==> config.mk <==
export PLATFORM = sky130hd
export DESIGN_NAME = manchester_serial_rx
export DESIGN_NICKNAME = d
export VERILOG_FILES = /design/src/rtl/manchester_pkg.sv /design/src/rtl/manchester_rx_sync.sv /design/src/rtl/manchester_serial_rx.sv
export SDC_FILE = /design/constraint.sdc
export NUM_CORES = 1
export LEC_CHECK = 0
export CAP_MARGIN = 20
export CELL_PAD_IN_SITES_DETAIL_PLACEMENT = 1
export CELL_PAD_IN_SITES_GLOBAL_PLACEMENT = 1
export CORE_MARGIN = 4
export CORE_UTILIZATION = 40
export DETAILED_ROUTE_END_ITERATION = 6
export DONT_BUFFER_PORTS = 1
export PLACE_DENSITY = 0.67
export SYNTH_ARGS = -nofsm -noshare
export SYNTH_HDL_FRONTEND = slang
export SYNTH_SLANG_ARGS = --single-unit
==> constraint.sdc <==
create_clock -name clk -period 3.3 [get_ports clk]
set_clock_uncertainty 0.1 [all_clocks]
set_input_delay 0.33 -clock clk [delete_from_list [all_inputs] [get_ports clk]]
set_output_delay 0.33 -clock clk [all_outputs]
set_load 0.03 [all_outputs]
==> src/rtl/manchester_pkg.sv <==
// Shared types and line-coding constants for the Manchester receive path.
// Optional build macro MANCH_RX_ERR_CNT_EN is consumed by manchester_serial_rx.
package manchester_pkg;

   typedef enum logic [1:0] {
      IDLE,
      START,
      DATA
   } rx_state_t;

   localparam int MANCH_DATA_BITS = 8;

   localparam logic ZERO_FIRST_HALF = 1'b1;
   localparam logic ONE_FIRST_HALF  = 1'b0;
   localparam logic IDLE_LEVEL      = 1'b0;

endpackage

==> src/rtl/manchester_rx_sync.sv <==
// Two-flop synchronizer for the Manchester line plus a registered copy
// that yields rise and any-edge strobes on the synchronized level.
module manchester_rx_sync
   import manchester_pkg::*;
(
   input  logic clk,
   input  logic rst,
   input  logic serial_in,
   output logic line,
   output logic rise,
   output logic any_edge
);

   logic [1:0] meta;
   logic       prev;
   logic       fall;

   always_ff @(posedge clk) begin
      if (rst) begin
         meta <= {2{IDLE_LEVEL}};
         prev <= IDLE_LEVEL;
      end else begin
         meta <= {meta[0], serial_in};
         prev <= meta[1];
      end
   end

   assign line     = meta[1];
   assign rise     = line & ~prev;
   assign fall     = ~line & prev;
   assign any_edge = rise | fall;

endmodule

==> src/rtl/manchester_serial_rx.sv <==
// Manchester receiver: start bit plus MSB-first payload, mid-bit resync.
// Define MANCH_RX_ERR_CNT_EN to add the saturating err_count output.
module manchester_serial_rx
   import manchester_pkg::*;
#(
   parameter int HALF_BIT_CYCLES = 8,
   parameter int DATA_BITS       = MANCH_DATA_BITS
) (
   input  logic                 clk,
   input  logic                 rst,
   input  logic                 serial_in,
   output logic [DATA_BITS-1:0] data_out,
   output logic                 data_valid,
   output logic                 frame_err,
   output logic                 busy
`ifdef MANCH_RX_ERR_CNT_EN
   ,
   output logic [15:0]          err_count
`endif
);

   localparam int BIT_CYCLES = 2 * HALF_BIT_CYCLES;
   localparam int PW = $clog2(BIT_CYCLES);
   localparam int CW = (DATA_BITS > 1) ? $clog2(DATA_BITS) : 1;
   localparam int HQ = HALF_BIT_CYCLES / 2;

   localparam logic [PW-1:0] PH_A    = PW'(HQ);
   localparam logic [PW-1:0] PH_B    = PW'(HALF_BIT_CYCLES + HQ);
   localparam logic [PW-1:0] WIN_LO  = PW'(HQ + 1);
   localparam logic [PW-1:0] WIN_HI  = PW'(HALF_BIT_CYCLES + HQ - 1);
   localparam logic [PW-1:0] PH_RSYN = PW'(HALF_BIT_CYCLES + 1);
   localparam logic [PW-1:0] PH_LAST = PW'(BIT_CYCLES - 1);
   localparam logic [CW-1:0] LAST_BIT = CW'(DATA_BITS - 1);

   rx_state_t            state;
   logic [PW-1:0]        phase;
   logic [PW-1:0]        phase_inc;
   logic [CW-1:0]        bit_cnt;
   logic [DATA_BITS-2:0] shreg;
   logic [DATA_BITS-1:0] byte_nxt;
   logic                 samp_a;
   logic                 line;
   logic                 rise;
   logic                 any_edge;
   logic                 at_a;
   logic                 at_b;
   logic                 resync;
   logic                 bit_val;

   manchester_rx_sync u_sync (
      .clk      (clk),
      .rst      (rst),
      .serial_in(serial_in),
      .line     (line),
      .rise     (rise),
      .any_edge (any_edge)
   );

   assign phase_inc = (phase == PH_LAST) ? '0 : phase + 1'b1;
   assign at_a      = (phase == PH_A);
   assign at_b      = (phase == PH_B);
   assign resync    = any_edge && (phase >= WIN_LO) && (phase <= WIN_HI);
   assign bit_val   = (samp_a == ONE_FIRST_HALF);
   assign byte_nxt  = {shreg, bit_val};

   // The edge cycle itself is taken as the mid-bit point, so the
   // following cycle is HALF+1, matching the phase=1 start from IDLE.
   always_ff @(posedge clk) begin
      if (rst) begin
         state      <= IDLE;
         phase      <= '0;
         bit_cnt    <= '0;
         shreg      <= '0;
         samp_a     <= IDLE_LEVEL;
         data_out   <= '0;
         data_valid <= 1'b0;
         frame_err  <= 1'b0;
         busy       <= 1'b0;
      end else begin
         data_valid <= 1'b0;
         frame_err  <= 1'b0;
         phase      <= resync ? PH_RSYN : phase_inc;
         if (at_a)
            samp_a <= line;
         unique case (state)
            IDLE: begin
               phase <= '0;
               if (rise) begin
                  phase <= PW'(1);
                  state <= START;
                  busy  <= 1'b1;
               end
            end
            START: begin
               if (at_a && line == IDLE_LEVEL) begin
                  state <= IDLE;
                  busy  <= 1'b0;
               end else if (at_b) begin
                  if (samp_a == ZERO_FIRST_HALF &&
                      line != ZERO_FIRST_HALF) begin
                     state   <= DATA;
                     bit_cnt <= '0;
                  end else begin
                     frame_err <= 1'b1;
                     state     <= IDLE;
                     busy      <= 1'b0;
                  end
               end
            end
            DATA: begin
               if (at_b) begin
                  if (line == samp_a) begin
                     frame_err <= 1'b1;
                     state     <= IDLE;
                     busy      <= 1'b0;
                  end else begin
                     shreg   <= byte_nxt[DATA_BITS-2:0];
                     bit_cnt <= bit_cnt + 1'b1;
                     if (bit_cnt == LAST_BIT) begin
                        data_out   <= byte_nxt;
                        data_valid <= 1'b1;
                        state      <= START;
                     end
                  end
               end
            end
            default: begin
               state <= IDLE;
               busy  <= 1'b0;
            end
         endcase
      end
   end

`ifdef MANCH_RX_ERR_CNT_EN
   always_ff @(posedge clk) begin
      if (rst)
         err_count <= '0;
      else if (frame_err && err_count != 16'hFFFF)
         err_count <= err_count + 16'd1;
   end
`endif

endmodule
* Word level (Yosys, flattened, before mapping)
Index checks and enable logic that the tools add are counted.
Word-level totals: input port bits 3, register bits 31
Operators by class: reductions and logical operators 12, add/sub/neg operators 2, order comparisons 2, bitwise logic cells 9, multiplexer cells 32, equality and inequality tests 17
Operator list (count):
- $mux W3 | 5
- $mux W2 | 7
- $mux W1 | 13
- $mux W4 | 3
- $ne A2 B2 Y1 const B | 6
- $ne A3 B3 Y1 const B | 3
- $eq A4 B4 Y1 const B | 2
- $reduce_and A4 Y1 | 2
- $not A1 Y1 | 6
- $pmux W2 S3 | 1
- $pmux W3 S2 | 1
- $reduce_and A6 Y1 | 1
- $reduce_and A5 Y1 | 1
- $add A4 B1 Y4 const B | 1
- $eq A4 B3 Y1 const B | 1
- $ge A4 B3 Y1 const B | 1
- $le A4 B4 Y1 const B | 1
- $logic_and A1 B1 Y1 | 4
- $reduce_or A4 Y1 | 1
- $add A3 B1 Y3 const B | 1
- $eq A3 B3 Y1 const B | 1
- $pmux W1 S3 | 1
- $reduce_and A3 Y1 | 1
- $and A1 B1 Y1 | 2
- 8 further kinds | 8

* Logic depth before layout (Yosys ltp)
Gate-level depths: netlist (run 1).
word-level depth 7, mapped depth 9

* Cells and area by module
A second synthesis (run 1) with hierarchy kept.
Second synthesis, totals: cells, all modules 161, area, all modules 1443.9 um^2
Modules (own cells, without submodules):
- manchester_serial_rx | area each 1345.0 um^2, seq. area each 560.5 um^2, times used 1, cells an instance 152
- manchester_rx_sync | area each 98.8 um^2, seq. area each 60.1 um^2, times used 1, cells an instance 9

* Least setup slack after synthesis (run 1)
Ideal clock, no wire load.
kind register -> register, from reg state[0], to reg state[0], path slack 1483 ps, cell stages (with the launch flop) 8, data arrival time 1630 ps, setup time 87 ps, period minus slack after synthesis 1817 ps, cell sequence dfxtp_1 -> inv_1 -> ha_1 -> buf_6 -> o21ba_1 -> o22a_1 -> or4_1 -> o31ai_1
Between the ends: cells in the longest elaborated chain, start to end 3, elaborated cells on any way between the ends 9, classes of those cells 6 x eq/ne; 1 x mux; 2 x reduce/logical
RTL lines:
- start: declaration | RTL line manchester_serial_rx.sv:35 | rx_state_t state;
- start signal: assignment | RTL line manchester_serial_rx.sv:70 | state <= IDLE;
- start signal: assignment | RTL line manchester_serial_rx.sv:90 | state <= START;
- start signal: assignment | RTL line manchester_serial_rx.sv:96 | state <= IDLE;
- $eq A2 B2 Y1, or another cell as far along | RTL line manchester_serial_rx.sv:85 | unique case (state)
- $ne A3 B3 Y1 (no line), or another cell as far along
- $reduce_and A4 Y1 (no line)
Parallel ways exist; a longest one is shown, timed or not. A chain may end at the register's enable or synchronous reset.

* Worst setup path after layout (run 1)
from reg u_sync.meta[1], to reg shreg[6]
Between the ends: cells in the longest elaborated chain, start to end 3
RTL lines:
- start: declaration | RTL line manchester_rx_sync.sv:14 | logic [1:0] meta;
- start signal: assignment | RTL line manchester_rx_sync.sv:20 | meta <= {2{IDLE_LEVEL}};
- start signal: assignment | RTL line manchester_rx_sync.sv:23 | meta <= {meta[0], serial_in};
- $eq A1 B1 Y1 | RTL line manchester_serial_rx.sv:112 | if (line == samp_a) begin
- $not A1 Y1 (no line)
- $reduce_and A3 Y1 (no line)
- end signal: assignment | RTL line manchester_serial_rx.sv:117 | shreg <= byte_nxt[DATA_BITS-2:0];
- end: declaration | RTL line manchester_serial_rx.sv:39 | logic [DATA_BITS-2:0] shreg;
Every way passes these cells.

==> results of run 1 <==
[report_power, final]
group | internal, mW | switching (mW) | total (mW)
logic | 0.0421 | 0.0695 | 0.112
clock network | 0.0986 | 0.132 | 0.230
registers | 0.387 | 0.0197 | 0.406
[sequential cells by signal, indices dropped and copies added, names as in the netlist]
signal       count
shreg            7
frame_err        1
busy             1
u_sync.prev      1
u_sync.meta      2
data_valid       1
bit_cnt          3
data_out         8
phase            4
samp_a           1
state            2
[worst min-delay path by stage]
stage,to,slack (ns)
2_1_floorplan,u_sync.meta[1]$_SDFF_PP0_,0.31
3_5_place_dp,bit_cnt[0]$_SDFFE_PP0P_,0.31
5_1_grt,u_sync.meta[0]$_SDFF_PP0_,0.04
3_3_place_gp,data_out[7]$_SDFFE_PP0P_,0.30
6_report,u_sync.meta[0]$_SDFF_PP0_,0.03
4_1_cts,u_sync.meta[0]$_SDFF_PP0_,0.02
[cells by family after synthesis]
| logic type | count (synthesis) |
|---|---|
| xor+xnor | 1 |
| flops | 31 |
| fa+ha+maj | 11 |
| buf+inv | 18 |
| simple gates | 55 |
| compound gates | 31 |
| mux | 9 |
[critical path, delay by kind of cell (launching register included)]
kind                     cells  cell delay [ns]
adder cells (fa/ha/maj)      1             0.31
buffers and inverters        1             0.08
flip-flops                   1             0.41
multiplexers                 1             0.27
AND/OR/NAND/NOR              3             0.88
[layout make-up]
type | instances | area share (%)
clock buffers | 6 | 3.39
repair buffers | 1 | 0.661
inverters | 9 | 2.23
well taps | 46 | 3.80
clock inverters | 1 | 0.331
multi-input cells | 107 | 48.6
flip-flops and latches | 31 | 41.0
[layer usage]
layer,part of all wire [%],wire [um],up-vias,GRT usage [%]
met5,0,0,-,0
met4,1.5,48,0,7.94
met3,4.1,129,4,5.25
met2,46,1440,13,23.5
met1,49,1530,520,19.5
li1,-,-,550,-
[metrics by stage]
stage	utilization, %	hold slack [ns]	instances
2_1_floorplan	-	0.314	156
3_3_place_gp	42.4	0.305	193
3_5_place_dp	42.4	0.308	193
4_1_cts	44.3	0.0230	201
5_1_grt	44.3	0.0409	201
6_report	44.3	0.0260	201
[layout by cell type (no fill, tap or decap), types with 2 or more instances in the layout]
| master | instances |
|---|---|
| a21oi_1 | 9 |
| a31oi_1 | 3 |
| clkbuf_4 | 5 |
| dfxtp_1 | 31 |
| ha_1 | 11 |
| inv_1 | 9 |
| mux2i_1 | 9 |
| nand2_1 | 10 |
| nand2b_1 | 3 |
| nand3_1 | 11 |
| nor2_1 | 15 |
| nor2b_1 | 3 |
| nor4_1 | 2 |
| o211ai_1 | 2 |
| o21ai_0 | 2 |
| o31ai_1 | 3 |
| or4_1 | 2 |
==> out/qor.txt, run 1 <==
Status - finished clean
R2R cell count - 6
Worst-Margin Slew - 0.996 ns
Hold Crit Class - in2reg
Synth warn - 0
Crit path launch - u_sync.meta[1]$_SDFF_PP0_
Vias/cell - 5.41
Ys async rst share - 0%
Synth top cells by count - dfxtp_1, nor2_1, ha_1, nand3_1, nand2_1
LEAKAGE - 0.554 nW
CTS max path bufs - 2
Later-pin clock latency in the skew report - 0.34 ns
Cell Area, Synth - 1450 sq um
GRT Resource Usage Total - 15.6%
Post-CTS sizing - 0
EDFF count, synth - 0
Cells along the critical path - inv_1 -> ha_1 -> and2b_1 -> and2_1 -> mux2i_1 -> nor2_1
Hold path start - serial_in
Compound-Gate Fraction of Synth Area - 14.6%
Final Hold Fails - 0
Synth area leaders - dfxtp_1, ha_1, mux2i_1
# rows - 21
Layout Nets - 169
PD cells - 494 nW/um^2
Worst slack, placed - 1.16 ns
TritonCTS clock tree - yes
Data arrival time of the worst path - 2.28 ns
Critical R2R Launch - u_sync.meta[1]$_SDFF_PP0_
Final Setup Violations - 0
Post-synth top area cell - dfxtp_1
Hold Crit Depth - 1
Post-synthesis simple-gate area fraction - 19.7%
Number of diodes - 0
ANT nets after route - 0
I/O pins - 14
Synth top area share - 42.7%
Required time of the critical path - 3.39 ns
Core footprint - 3420 sq um
Hold Buf Count CTS - 1
Syn Area/Cell - 9.32 sq um
GP Congestion - 0.728
Clock sink total - 31
Total power - 0.748 mW
TNS Setup - 0 ns
CTS buffer count - 5
Die ar. - 4660 sq um
Sequential cell area - 621 sq um
Yosys reg bits - 31
Achievable frequency - 0.457 GHz
RSZ-0062 raised after global routing - no
Routed wire length - 3140 um
Clk slew on worst S/H paths - 0.09 ns
Critical path endpoint - shreg[6]$_SDFFE_PP0P_
Post-Syn Nets - 170
Chip Height - 68.3 um
Most common cell in the synthesized netlist - dfxtp_1
Slew margin rel. - 33.4%
Share of post-route cells with drive strength above 1 - 5.81%
Per-cell routed wire length - 15.6 um
Final critical-path setup slack - 1.11 ns
Initial antenna violation count - 0
Minimum clock period - 2.19 ns
Worst setup SP type - flip-flop
Reg2Reg Capture Point - shreg[6]$_SDFFE_PP0P_
Die Wd - 68.3 um
Final worst-path cycle share - 66.3%
Cells after synthesis - 156
Post-DP Area - 1450 sq um
Sequential share of the synthesized area - 42.7%
Area growth from synthesis to layout - 4.13%
Peak per-stage delay on the critical path - 0.55 ns
Synth Area in Adders - 9.47%
Main combinational cell family by area after synthesis - simple AND/OR/NAND/NOR gates
Main synth FF type - dfxtp_1
Area occupied by multi-input gates - 736 sq um
Vias in the first global route - 1128
Max IR drop VDD - 0.268 mV
Vias - 1087
Total gr overflow - 0
DP Wirelength - 2190 um
Critical Path Fanout Max - 14
Yosys cell types - 41
Largest net degree at the start of global routing - 28
Max Cap Viol - 0
Detailed-route DRC error count - 0
Drt pass-1 iters - 4
Design area - 1510 sq um
First-pass GRT wire length - 5230 um
Crit. End Element - flip-flop
CTS Root Cell - clkbuf_4
Reg2reg setup slack - 1.11 ns
Starting density of the core - 42.6%
Setup Fix Bufs, Post-CTS - 0
WS Path Type - reg2reg
# fillers - 406
Critical path's slowest cell - and2_1
Number of buffers added on ports - 0
Pins Over Slew Limit - 0
Initial DRC Count - 70
H-tree levels - 2
Mux cell area share after synthesis - 6.20%
XOR/XNOR Fraction of Synth Area - 0.602%
No activity file was read; power rests on OpenSTA's default activity.
==> run 2, diff against run 1 <==
- PLACE_DENSITY: 0.67 -> 0.69
- clock period: 3.3 -> 1.8 ns (I/O delays scaled with it)
==> out/qor.txt, run 2 (synthesis gave the netlist of run 1 again) <==
Status - finished with violations
Failing checks - hold timing
Slew margin rel. - 74.0%
Worst setup SP type - flip-flop
I/O pins - 14
Initial antenna violation count - 0
Hold Crit Class - in2reg
Worst slack, placed - -0.0505 ns
First-pass GRT wire length - 5730 um
Achievable frequency - 0.562 GHz
Most frequent cells in the layout - dfxtp_1, buf_4, nor2_1, nand3_1, nand2_1
H-tree levels - 2
Critical Path Fanout Max - 4
DP Wirelength - 2340 um
CTS max path bufs - 2
Flop pwr share - 50.9%
Post-DP Area - 1560 sq um
Switching power - 0.419 mW
Drt pass-1 iters - 4
Non-filler cells, final - 223
Final critical-path setup slack - 0.0220 ns
Sw frac - 28.6%
RSZ-0062 raised after global routing - yes
Worst-Margin Slew - 0.390 ns
Vias in the first global route - 1183
Power Internal - 1.04 mW
Peak per-stage delay on the critical path - 0.43 ns
Final worst-path cycle share - 98.8%
Clk slew on worst S/H paths - 0.10 ns
Routed wire length - 3550 um
Hold Buf Count CTS - 6
Hold Crit Depth - 1
Pins Over Slew Limit - 0
Hold path start - rst
Area growth from synthesis to layout - 21.2%
PD cells - 829 nW/um^2
Vias - 1213
Placed Instances - 206
Final Setup Violations - 0
CP top delay family - simple AND/OR/NAND/NOR gates
ANT nets after route - 0
Crit. End Element - flip-flop
Layout Nets - 191
Total gr overflow - 0
LEAKAGE - 0.673 nW
Cells along the critical path - inv_1 -> ha_2 -> nand4bb_1 -> buf_4 -> nand3_1 -> or4_1 -> o31ai_1
Critical path's slowest cell - or4_1
Detailed-route DRC error count - 0
GP Congestion - 0.887
Number of buffers added on ports - 0
Required time of the critical path - 1.95 ns
Max reg flops - 8
TNS Setup - 0 ns
WP buf/inv - 2
Minimum clock period - 1.78 ns
Clk network pwr share - 28.2%
Reg2reg setup slack - 0.02 ns
Largest net degree at the start of global routing - 31
Finished Core Util - 51.6%
Max Cap Viol - 0
CTS buffer count - 5
CTS Root Cell - clkbuf_4
# rows - 21
Initial DRC Count - 54
Share of post-route cells with drive strength above 1 - 23.7%
Die Wd - 68.3 um
WS Path Type - reg2reg
Clock sink total - 31
Most flops, register - data_out
Final Hold Fails - 25
Number of diodes - 0
Core footprint - 3420 sq um
Chip Height - 68.3 um
TritonCTS clock tree - yes
Per-cell routed wire length - 15.9 um
Data arrival time of the worst path - 1.92 ns
Later-pin clock latency in the skew report - 0.33 ns
Reg2Reg Capture Point - state[1]$_SDFFE_PP0P_
Design area - 1760 sq um
Max IR drop VDD - 0.431 mV
R2R cell count - 7
Critical R2R Launch - phase[1]$_SDFF_PP0_
Starting density of the core - 42.6%
Vias/cell - 5.44
Total power - 1.46 mW
Fin Hold WS - -0.197 ns
Combinational share of power - 20.9%
Top Registers - data_out x8, shreg x7, phase x4
Die ar. - 4660 sq um
Commonest non-fill, non-tap cell in the layout - dfxtp_1
Worst Hold Path EP - bit_cnt[0]$_SDFFE_PP0P_
GRT Resource Usage Total - 16.9%
[run 2: power by group through the flow]
stage	clock network [mW]	logic (mW)	registers, mW
after floorplan	0	0.152	0.758
after global placement	0	0.225	0.758
after detailed placement	0	0.235	0.759
after CTS	0.427	0.251	0.744
after global routing	0.468	0.334	0.746
final	0.412	0.306	0.743
[run 2: worst register-to-register path: stages (launching register included)]
cell and delay, ns:
dfxtp_2 0.35, inv_1 0.06, ha_2 0.19, nand4bb_1 0.22
buf_4 0.16, nand3_1 0.12, or4_1 0.43, o31ai_1 0.08
[run 2: layer usage]
layer | vias to the layer above | part of all wire (%) | GRT usage [%]
met4 | 0 | 1.4 | 8.68
met3 | 4 | 4.6 | 4.43
met1 | 597 | 42 | 19.3
li1 | 589 | - | -
met5 | - | 0 | 0
met2 | 23 | 52 | 28.9
[run 2: layout make-up]
cell class                      count  area [sq um]
Multi-Input combinational cell    107           785
Fill cell                         399          1650
Tap cell                           46          57.6
Clock inverter                      1          5.00
Sequential cell                    31           629
Inverter                            9          33.8
Clock buffer                        6          51.3
Timing Repair Buffer               23           200
[run 2: worst max path at each step]
| stage | cells after the start | endpoint | from | slack, ns |
|---|---|---|---|---|
| 2_1_floorplan | 7 | state[0]$_SDFFE_PP0P_ | state[0]$_SDFFE_PP0P_ | 0.02 |
| 3_3_place_gp | 6 | state[0]$_SDFFE_PP0P_ | state[0]$_SDFFE_PP0P_ | 0.03 |
| 3_5_place_dp | 7 | state[1]$_SDFFE_PP0P_ | state[0]$_SDFFE_PP0P_ | -0.05 |
| 4_1_cts | 6 | state[0]$_SDFFE_PP0P_ | state[0]$_SDFFE_PP0P_ | 0.003 |
| 5_1_grt | 7 | busy$_SDFFE_PP0P_ | phase[1]$_SDFF_PP0_ | -0.05 |
| 6_report | 7 | state[1]$_SDFFE_PP0P_ | phase[1]$_SDFF_PP0_ | 0.02 |
[run 2: timing repair]
item                                    in CTS  in global routing
setup buffers                                0                  4
endpoints found under the hold margin       30                 26
endpoints found under the setup margin       4                 11
resized for setup                            5                 12
pin swaps                                    0                  3
==> run 3, diff against run 2 <==
- SLEW_MARGIN: default -> 20
- clock period: 1.8 -> 1.6 ns (I/O delays scaled with it)
==> out/qor.txt, run 3 (synthesis gave the netlist of run 1 again) <==
Area growth from synthesis to layout - 39.4%
WP buf/inv - 1
Initial DRC Count - 59
Share of post-route cells with drive strength above 1 - 41.0%
PD cells - 864 nW/um^2
Later-pin clock latency in the skew report - 0.34 ns
Critical path's slowest cell - or4b_1
Core footprint - 3420 sq um
Cells along the critical path - inv_2 -> ha_4 -> and2b_2 -> o21ai_2 -> or4b_1 -> a21oi_2
Worst setup SP type - flip-flop
Total gr overflow - 0
Largest net degree at the start of global routing - 31
Critical Path Fanout Max - 4
Die Wd - 68.3 um
I/O pins - 14
Power Internal - 1.20 mW
CTS Root Cell - clkbuf_4
Required time of the critical path - 1.78 ns
Number of buffers added on ports - 0
Vias in the first global route - 1333
Final Setup Violations - 19
Routed wire length - 4270 um
Max IR drop VDD - 0.408 mV
Slew margin rel. - 77.1%
Max Cap Viol - 0
Hold Crit Class - in2reg
Most frequent cells in the layout - dfxtp_1, buf_4, nor2_1, nand2_1, a21oi_2
Commonest non-fill, non-tap cell in the layout - dfxtp_1
LEAKAGE - 0.749 nW
Finished Core Util - 59.3%
WS Path Type - reg2reg
Final Hold Fails - 0
Number of diodes - 0
Die ar. - 4660 sq um
Initial antenna violation count - 0
Hold path start - rst
First-pass GRT wire length - 6450 um
Achievable frequency - 0.562 GHz
Most flops, register - data_out
Switching power - 0.550 mW
TritonCTS clock tree - yes
Crit path launch - u_sync.meta[1]$_SDFF_PP0_
Clock sink total - 31
Starting density of the core - 42.6%
Final worst-path cycle share - 111%
Crit. End Element - flip-flop
Per-cell routed wire length - 18.2 um
Flop pwr share - 47.4%
Chip Height - 68.3 um
DP Wirelength - 2660 um
Design area - 2030 sq um
Clk network pwr share - 26.0%
Vias/cell - 5.48
ANT nets after route - 0
Layout Nets - 201
Minimum clock period - 1.78 ns
Total power - 1.75 mW
Top Registers - data_out x8, shreg x7, phase x4
Sw frac - 31.4%
Drt pass-1 iters - 4
Final critical-path setup slack - -0.178 ns
# rows - 21
Status - finished with violations
H-tree levels - 2
GP Congestion - 0.752
RSZ-0062 raised after global routing - yes
Worst-Margin Slew - 0.343 ns
Detailed-route DRC error count - 0
CP top delay family - simple AND/OR/NAND/NOR gates
GRT Resource Usage Total - 19.2%
Clk slew on worst S/H paths - 0.11 ns
Combinational share of power - 26.6%
CTS buffer count - 5
Critical R2R Launch - u_sync.meta[1]$_SDFF_PP0_
Vias - 1282
Post-DP Area - 1710 sq um
Max reg flops - 8
Peak per-stage delay on the critical path - 0.49 ns
Failing checks - setup timing
CTS max path bufs - 2
Data arrival time of the worst path - 1.96 ns
Pins Over Slew Limit - 0
==> run 3: cell types whose count changed in the layout (fill, tap and decap cells not counted), moves of 2 or more <==
cell / before / now
buf_6: 0 / 2
dfxtp_1: 24 / 26
clkbuf_1: 0 / 2
a21oi_1: 8 / 0
nand3_1: 11 / 3
buf_4: 16 / 21
nand3_2: 0 / 7
dfxtp_2: 7 / 4
buf_12: 1 / 3
a21oi_2: 1 / 9
==> run 3: path summary, 6_finish.rpt <==
kind / end / slack [ns] / depth (start not counted)
worst max-delay path: bit_cnt[0]$_SDFFE_PP0P_ / -0.18 / 6
worst min-delay path: state[1]$_SDFFE_PP0P_ / 0.02 / 3
worst max register to register: bit_cnt[0]$_SDFFE_PP0P_ / -0.18 / 6
worst min register to register: data_out[1]$_SDFFE_PP0P_ / 0.39 / 2
==> run 3: final cells by class <==
cell class | count | area, sq um
clock buffers | 7 | 45.0
clock inverters | 1 | 5.00
fillers | 380 | 1390
inverters | 9 | 36.3
multi-input cells | 107 | 928
flip-flops and latches | 31 | 629
well taps | 46 | 57.6
repair buffers | 33 | 325
==> run 3: layer usage <==
| metal | track usage [%] | vias to the layer above | wire (um) |
|---|---|---|---|
| met3 | 5.25 | 13 | 159 |
| met4 | 7.44 | 0 | 129 |
| met1 | 20.8 | 631 | 1720 |
| li1 | - | 612 | - |
| met5 | 0 | - | 0 |
| met2 | 34.9 | 26 | 2270 |
==> run 3: timing repair <==
item / CTS / global route
endpoints found under the hold margin: 31 / 26
hold buffers: 5 / 2
pin swaps: 4 / 6
resized for setup: 9 / 27
endpoints found under the setup margin: 22 / 25
gates cloned: 0 / 1
buffers inserted: 2 / 3
==> run 3: power groups by stage <==
stage	logic [mW]	clock network, mW	registers, mW
finish	0.466	0.456	0.830
global route	0.505	0.489	0.833
CTS	0.364	0.465	0.821
detailed placement	0.347	0	0.838
global placement	0.323	0	0.835
floorplan	0.177	0	0.854
==> run 3: worst reg2reg max path, delay by kind of cell (launching register included) <==
| kind | cells | cell delay (ns) |
|---|---|---|
| AOI/OAI and AO/OA | 2 | 0.21 |
| adders and majority gates | 1 | 0.24 |
| buffers and inverters | 1 | 0.06 |
| DFF | 1 | 0.37 |
| and+or+nand+nor | 2 | 0.75 |
==> run 3: metrics by stage <==
step / setup TNS (ns) / cells / hold WS (ns) / worst slack (ns)
floorplan: -0.701 / 156 / 0.188 / -0.113
global route: -2.89 / 234 / 0.0167 / -0.251
global placement: -0.629 / 215 / 0.128 / -0.0915
detailed placement: -1.58 / 215 / 0.137 / -0.190
finish: -1.48 / 234 / 0.0153 / -0.178
CTS: -1.51 / 230 / -0.239 / -0.169
